### src/rtl/food_scheduler.sv
// food_scheduler: maze food grid with stall-free render lookup, eat/spawn write arbitration,
// food count and saturating score.
module food_scheduler #(
    parameter int GRID_W = 16,
    parameter int GRID_H = 12,
    parameter int SPAWN_PERIOD = 1000,
    parameter logic [7:0] LFSR_SEED = 8'hA5
) (
    input  logic        clk,
    input  logic        rst,
    input  logic [3:0]  rd_cx,
    input  logic [3:0]  rd_cy,
    output logic [1:0]  rd_type,
    input  logic        eat_valid,
    input  logic [3:0]  eat_cx,
    input  logic [3:0]  eat_cy,
    output logic        eat_ready,
    output logic        eat_done,
    output logic [1:0]  eat_type,
    input  logic        spawn_en,
    output logic [7:0]  food_count,
    output logic [15:0] score
);
    localparam int TW = $clog2(SPAWN_PERIOD);
    localparam logic [4:0] GW = 5'(GRID_W);
    localparam logic [4:0] GH = 5'(GRID_H);
    typedef enum logic [1:0] {IDLE, EAT, SPAWN} state_t;
    state_t state, state_n;
    logic [1:0] grid [16][16];
    logic [TW-1:0] timer;
    logic [7:0] lfsr;
    logic spawn_pending, take_eat, take_spawn, expire, op_in, rd_in;
    logic [3:0] ocx, ocy;
    logic [1:0] t;
    logic [16:0] sum;
    always_comb begin
        eat_ready = state == IDLE;
        take_eat = eat_ready && eat_valid;
        take_spawn = eat_ready && !eat_valid && spawn_pending;
        state_n = take_eat ? EAT : take_spawn ? SPAWN : IDLE;
        expire = spawn_en && timer == TW'(SPAWN_PERIOD - 1);
        op_in = {1'b0, ocx} < GW && {1'b0, ocy} < GH;
        rd_in = {1'b0, rd_cx} < GW && {1'b0, rd_cy} < GH;
        t = op_in ? grid[ocy][ocx] : 2'd0;
        sum = {1'b0, score} + ((t == 2'd1) ? 17'd1 : 17'd10);
    end
    always_ff @(posedge clk or posedge rst) begin
        if (rst) begin
            for (int y = 0; y < 16; y++)
                for (int x = 0; x < 16; x++)
                    grid[y][x] <= (x < GRID_W && y < GRID_H) ? 2'd1 : 2'd0;
            rd_type <= '0;
            eat_done <= 1'b0;
            eat_type <= '0;
            food_count <= 8'(GRID_W * GRID_H);
            score <= '0;
            state <= IDLE;
            timer <= '0;
            spawn_pending <= 1'b0;
            lfsr <= LFSR_SEED;
            ocx <= '0;
            ocy <= '0;
        end else begin
            rd_type <= rd_in ? grid[rd_cy][rd_cx] : 2'd0;
            lfsr <= {lfsr[6:0], lfsr[7] ^ lfsr[5] ^ lfsr[4] ^ lfsr[3]};
            if (spawn_en) timer <= expire ? '0 : timer + 1'b1;
            // a fresh expiry wins over the clear so it is never lost
            spawn_pending <= expire | (spawn_pending & ~take_spawn);
            state <= state_n;
            if (take_eat) {ocx, ocy} <= {eat_cx, eat_cy};
            else if (take_spawn) {ocx, ocy} <= {lfsr[3:0], lfsr[7:4]};
            eat_done <= state == EAT;
            eat_type <= (state == EAT) ? t : 2'd0;
            if (state == EAT && t != 2'd0) begin
                grid[ocy][ocx] <= 2'd0;
                food_count <= food_count - 8'd1;
                score <= sum[16] ? 16'hFFFF : sum[15:0];
            end
            if (state == SPAWN && op_in && t == 2'd0) begin
                grid[ocy][ocx] <= 2'd2;
                food_count <= food_count + 8'd1;
            end
        end
    end
endmodule

### config.mk
export PLATFORM = sky130hd
export DESIGN_NAME = food_scheduler
export DESIGN_NICKNAME = d
export VERILOG_FILES = /design/src/rtl/food_scheduler.sv
export SDC_FILE = /design/constraint.sdc
export NUM_CORES = 1
export LEC_CHECK = 0
export ABC_AREA = 1
export CAP_MARGIN = 20
export CORE_ASPECT_RATIO = 1.75
export CORE_MARGIN = 2
export CORE_UTILIZATION = 55
export CTS_CLUSTER_SIZE = 40
export DETAILED_ROUTE_END_ITERATION = 8
export GPL_TIMING_DRIVEN = 0
export PLACE_DENSITY_LB_ADDON = 0.2
export REMOVE_ABC_BUFFERS = 1
export SETUP_SLACK_MARGIN = 0.5
export SLEW_MARGIN = 5
export SYNTH_ARGS = -nofsm -noshare
export SYNTH_HDL_FRONTEND = slang
export SYNTH_SLANG_ARGS = --single-unit
### constraint.sdc
create_clock -name clk -period 18.5 [get_ports clk]
set_input_delay 1.85 -clock clk [delete_from_list [all_inputs] [get_ports clk]]
set_output_delay 1.85 -clock clk [all_outputs]
set_load 0.02 [all_outputs]
* Yosys cells after proc, flatten, opt, wreduce, memory -nomap -nowiden *
Index checks and enable logic that the tools add are counted.

storage, ports and cells
  output and inout bits = 30
  word-level logic and storage cells = 345
  bits in registers = 570
  bits of input ports = 20

operators by class
  reductions and logical operators = 15
  eq/ne operators = 4
  magnitude comparators = 8
  bitwise gates (word level) = 15
  multiplexer cells = 32
  add/subtract/negate cells = 4

operators with widths
  kind                   count
  $mux 512               2
  $and 512x512->512      1
  $not 512->512          1
  $and 256x256->256      1
  $bmux 32 s4            2
  $not 256->256          1
  $or 256x256->256       1
  $mux 32                5
  $demux 32 s4           1
  $ge 5x5->1 const B     4
  $mux 2                 10
  $mux 4                 5
  $not 4->5              4
  $add 16x4->17          1
  $bmux 2 s4             2
  $mux 16                1
  $mux 8                 2
  $add 10x1->10 const B  1
  $eq 10x10->1 const B   1
  $lt 5x1->1 const B     2
  $mux 10                1
  $logic_and 1x1->1      9
  $add 8x1->8 const B    1
  $demux 2 s4            1
  11 further kinds       18

* Logic depth before layout (Yosys ltp) *
  depth after elaboration = 13
  mapped depth = 32
  depth with buffers taken out = 29

* Worst setup path before layout *
Ideal clock, no wire load.

  path kind = reg-to-reg
  from = register ocy[1]
  to = register score[15]
  clock period less this slack = 4024 ps
  data arrival time = 3941 ps
  path slack = 14476 ps
  setup time = 83 ps
  data required time = 18417 ps
  buffers on the path = 3
  cell stages (with the launch flop) = 29
  cells stage by stage = dfrtp_1 > buf_4 > nand2_2 > clkinv_1 > buf_2 > nand2_1 > nand3_1 > nand2_1 > nand2_1 > o21ai_0 > nand2_1 > o21ai_1 > nand2_1 > nor2_1 > nor2_1 > nor2_1 > ha_1 > inv_1 > fa_1 > nor2_1 > a21oi_1 > nor2_1 > inv_1 > nor4_1 > nand3_1 > inv_1 > clkbuf_1 > o21ai_0 > o21ai_0

on the way
  cells in the longest elaborated chain, start to end = 12
  elaborated cells on any way between the ends = 15
  those cells by class = add/sub: 1; order compare: 1; eq/ne: 1; mux: 9; bitwise: 1; reduce/logical: 2

ends and longest elaborated chain
  item                                         line  text
  start, declared                              33    logic [3:0] ocx, ocy;
  start signal, assigned                       70    if (take_eat) {ocx, ocy} <= {eat_cx, eat_cy};
  start signal, assigned                       71    else if (take_spawn) {ocx, ocy} <= {lfsr[3:0], lfsr[7:4]};
  $not 4->5 (not written as such)              44    t = op_in ? grid[ocy][ocx] : 2'd0;
  $bmux 32 s4                                  44
  $mux 32 (not written as such) (2 in series)  44
  $bmux 2 s4                                   44
  $mux 2 (not written as such) (2 in series)   44
  $mux 2 (*)                                   44
  $eq 2x1->1                                   45    sum = {1'b0, score} + ((t == 2'd1) ? 17'd1 : 17'd10);
  $mux 4                                       45
  $add 16x4->17                                45
  $mux 16                                      77    score <= sum[16] ? 16'hFFFF : sum[15:0];
  end signal, assigned                         77
  end, declared                                22    output logic [15:0] score

Mark *: on every way between the ends. The rest lies on a longest branch, timed or not. The select of a mux whose other input is x is not followed.
A chain may end at the register's enable or synchronous reset.

* Worst setup path after layout *
  from = register ocy[0]
  to = register score[15]

The elaborated chain is that of the path after synthesis.

==> flow_summary.yaml <==
critical_path:
  critPathCaptureType: "register"
  reg2reg_from: "ocy[0]"
  worstPathMaxFanout: 60
  r2r_slack_ns: 11.09
  cp_common_cell: "nor2_1"
  startpoint_type: "register"
  cpMaxStageDelayCell: "clkinv_1"
  cp.arrival_ns: 7.92
  max_stage_delay_ns: 1.14
  crit_required_ns: 19.01
  crit_start: "ocy[0]"
  critPathKind: "register to register"
timing:
  tightestPinTransition_ns: 1.19
  setup-violations-final: 0
  slew_headroom_pct: 20.9
  period_needed_ns: 7.41
  rsz0062_at_grt: "no"
  hold_ws_ns: 0.375
  clock.fmax_mhz: 135
  finalHoldViolations: 0
  fin_skew_ns: 0.0268
  drv_slew: 0
  period_share_pct: 40.0
power:
  p_leak_nw: 16.1
  power_frac_comb_pct: 14.0
  ir_worst_vdd_uv: 77.0
  switchingPower_uw: 863
  p_per_area_nw_per_um2: 83.9
  pwr-share-seq_pct: 44.0
  p_clk_share_pct: 42.0
  p_int_mw: 2.08
  switching_share_pct: 29.4
  total_power_mw: 2.94
placement:
  gp_congestion: 0.868
  port_buffers: 49
  postPlaceCellArea_sq_um: 33100
  hpwl_um: 62900
cells_and_area:
  postLayoutCellArea_sq_um: 35000
  num-fill-cells: 5581
  final_common_cell: "nand2_1"
  layout_common_cells: "1,869 x nand2_1, 458 x nor2_1, 431 x o21ai_0"
  nNetsFinal: 4508
  drive_above_1_share_pct: 8.07
  antennaDiodeCount: 0
  area_growth_pct: 8.13
floorplanning:
  die_area_sq_um: 61000
  start_util_pct: 55.6
  rows: 117
  ios: 50
  die_h_um: 325
  core_sq_um: 58300
  dieWidth_um: 188
cts:
  root_buffer: "clkbuf_16"
  cts-resized-gates: 0
  path_clk_slew_ns: 0.06
  clock_sinks: 570
  cts_buffers: 55
  clk_latency_ns: 0.63
  cts_tree: "done"
  clockBufferDepth: 3
  postCtsHoldBufs: 0
  postCtsSetupRepairBufs: 0
  cts_max_level: 2
synthesis:
  synth_warnings: 0
  synth_top_cell_by_area: "dfrtp_1"
  synth_ff_type: "dfrtp_1"
  synth_edf_count: 0
  yosys-top-cells-area: "dfrtp_1 29%, nand2_1 22%, dfstp_2 16%"
  synth_area_sq_um: 32400
  yosysSeqAreaShare_pct: 44.8
  synth_top_area_share_pct: 28.7
  async_flop_share_pct: 100
  synth.avg_cell_area_sq_um: 6.83
  ys_ff_latch: 570
  synth_cell_types: 34
  netlist_instances: 4747
grt:
  antenna_found_initial: 0
  grt_max_degree: 153
  grt_pass1_vias: 30500
  grt_pass1_wl_um: 167000
  globalRoute.totalOverflow: 0
  grt_usage_pct: 34.8
job:
  maxCapViolCount: 0
min_path:
  hold_class: "register to register"
  hp-start: "grid[117]"
drt:
  wl_per_cell_um: 20.1
  drtAntennaViolNets: 0
  via_per_inst: 5.83
  first_iter_violations: 2986
  dr.pass1.iters: 6
  dr_total_vias: 30900
  routed_wl_um: 106000
  route.detailed.drc: 0
status:
  status: "complete, no violations"
-- path summary, 6_finish.rpt --
| path | endpoint | cells after the start |
|---|---|---|
| max in group asynchronous | grid[155] | 4 |
| max reg2reg | score[15] | 28 |
| min | grid[117] | 0 |
| min in group asynchronous | grid[309] | 2 |
| min reg2reg | grid[117] | 0 |
| max | score[15] | 28 |
-- synthesized netlist by cell type, types with 28 or more instances --
cell      instances
nand2_1        1870
nor2_1          464
o21ai_0         431
dfrtp_1         372
a21oi_1         295
inv_1           293
clkbuf_1        289
dfstp_2         198
nand3_1         151
buf_2            73
a21boi_0         52
o22ai_1          44
o211ai_1         31
o21ai_1          28
-- through the flow --
stage | std cells | setup TNS [ns] | setup WS [ns] | util, %
finish | 5295 | 0 | 11.09 | 60.2
global placement | 5154 | -6140.80 | -12.91 | 55.0
floorplan | 4332 | 0 | 1.03 | -
global route | 5295 | 0 | 10.75 | 60.2
CTS | 5295 | 0 | 11.18 | 60.2
detailed placement | 5192 | 0 | 11.30 | 56.8
-- registers in the layout (all words and copies together) (netlist names) --
name           flops
spawn_pending      1
grid             512
eat_type           2
rd_type            2
timer             10
lfsr               8
ocy                4
score             16
food_count         8
state              2
ocx                4
eat_done           1
-- power groups by stage --
stage	registers (mW)	logic (mW)	clock network [mW]
5_1_grt	1.30	0.434	1.29
3_5_place_dp	1.31	0.400	0
2_1_floorplan	1.32	0.181	0
4_1_cts	1.29	0.401	1.25
6_report	1.29	0.410	1.24
3_3_place_gp	1.34	0.342	0
-- final cells by class --
class | instances | area [sq um] | area share, %
Timing Repair Buffer | 87 | 1440 | 4.12
Clock buffer | 81 | 1680 | 4.78
Multi-Input combinational cell | 3460 | 15000 | 42.8
Tap cell | 773 | 967 | 2.76
Sequential cell | 570 | 14500 | 41.4
Inverter | 302 | 1170 | 3.33
Clock inverter | 22 | 268 | 0.764
-- logic make-up after synthesis --
logic type / after synthesis / synth area share, %
fa+ha+maj: 12 / 0.510
xor+xnor: 24 / 0.649
flops: 570 / 44.8
buf+inv: 717 / 9.08
compound gates: 897 / 14.8
simple gates: 2527 / 30.2
-- per-layer routing --
layer	vias up	share of wire, %	global-route usage (%)
met4	0	8.3	26.1
met2	1433	47	57.5
met5	-	0	0
met1	14600	37	41.4
met3	450	7.9	4.78
li1	14400	-	-
-- worst max-delay path: cells and delay by family, from the launching register on --
family | cells | cell delay [ns]
AND/OR/NAND/NOR | 18 | 3.42
buffers and inverters | 5 | 2.04
adder cells (fa/ha/maj) | 2 | 0.69
AO/OA/AOI/OAI | 3 | 0.40
flip-flops | 1 | 0.72
No activity file was read; power rests on OpenSTA's default activity.
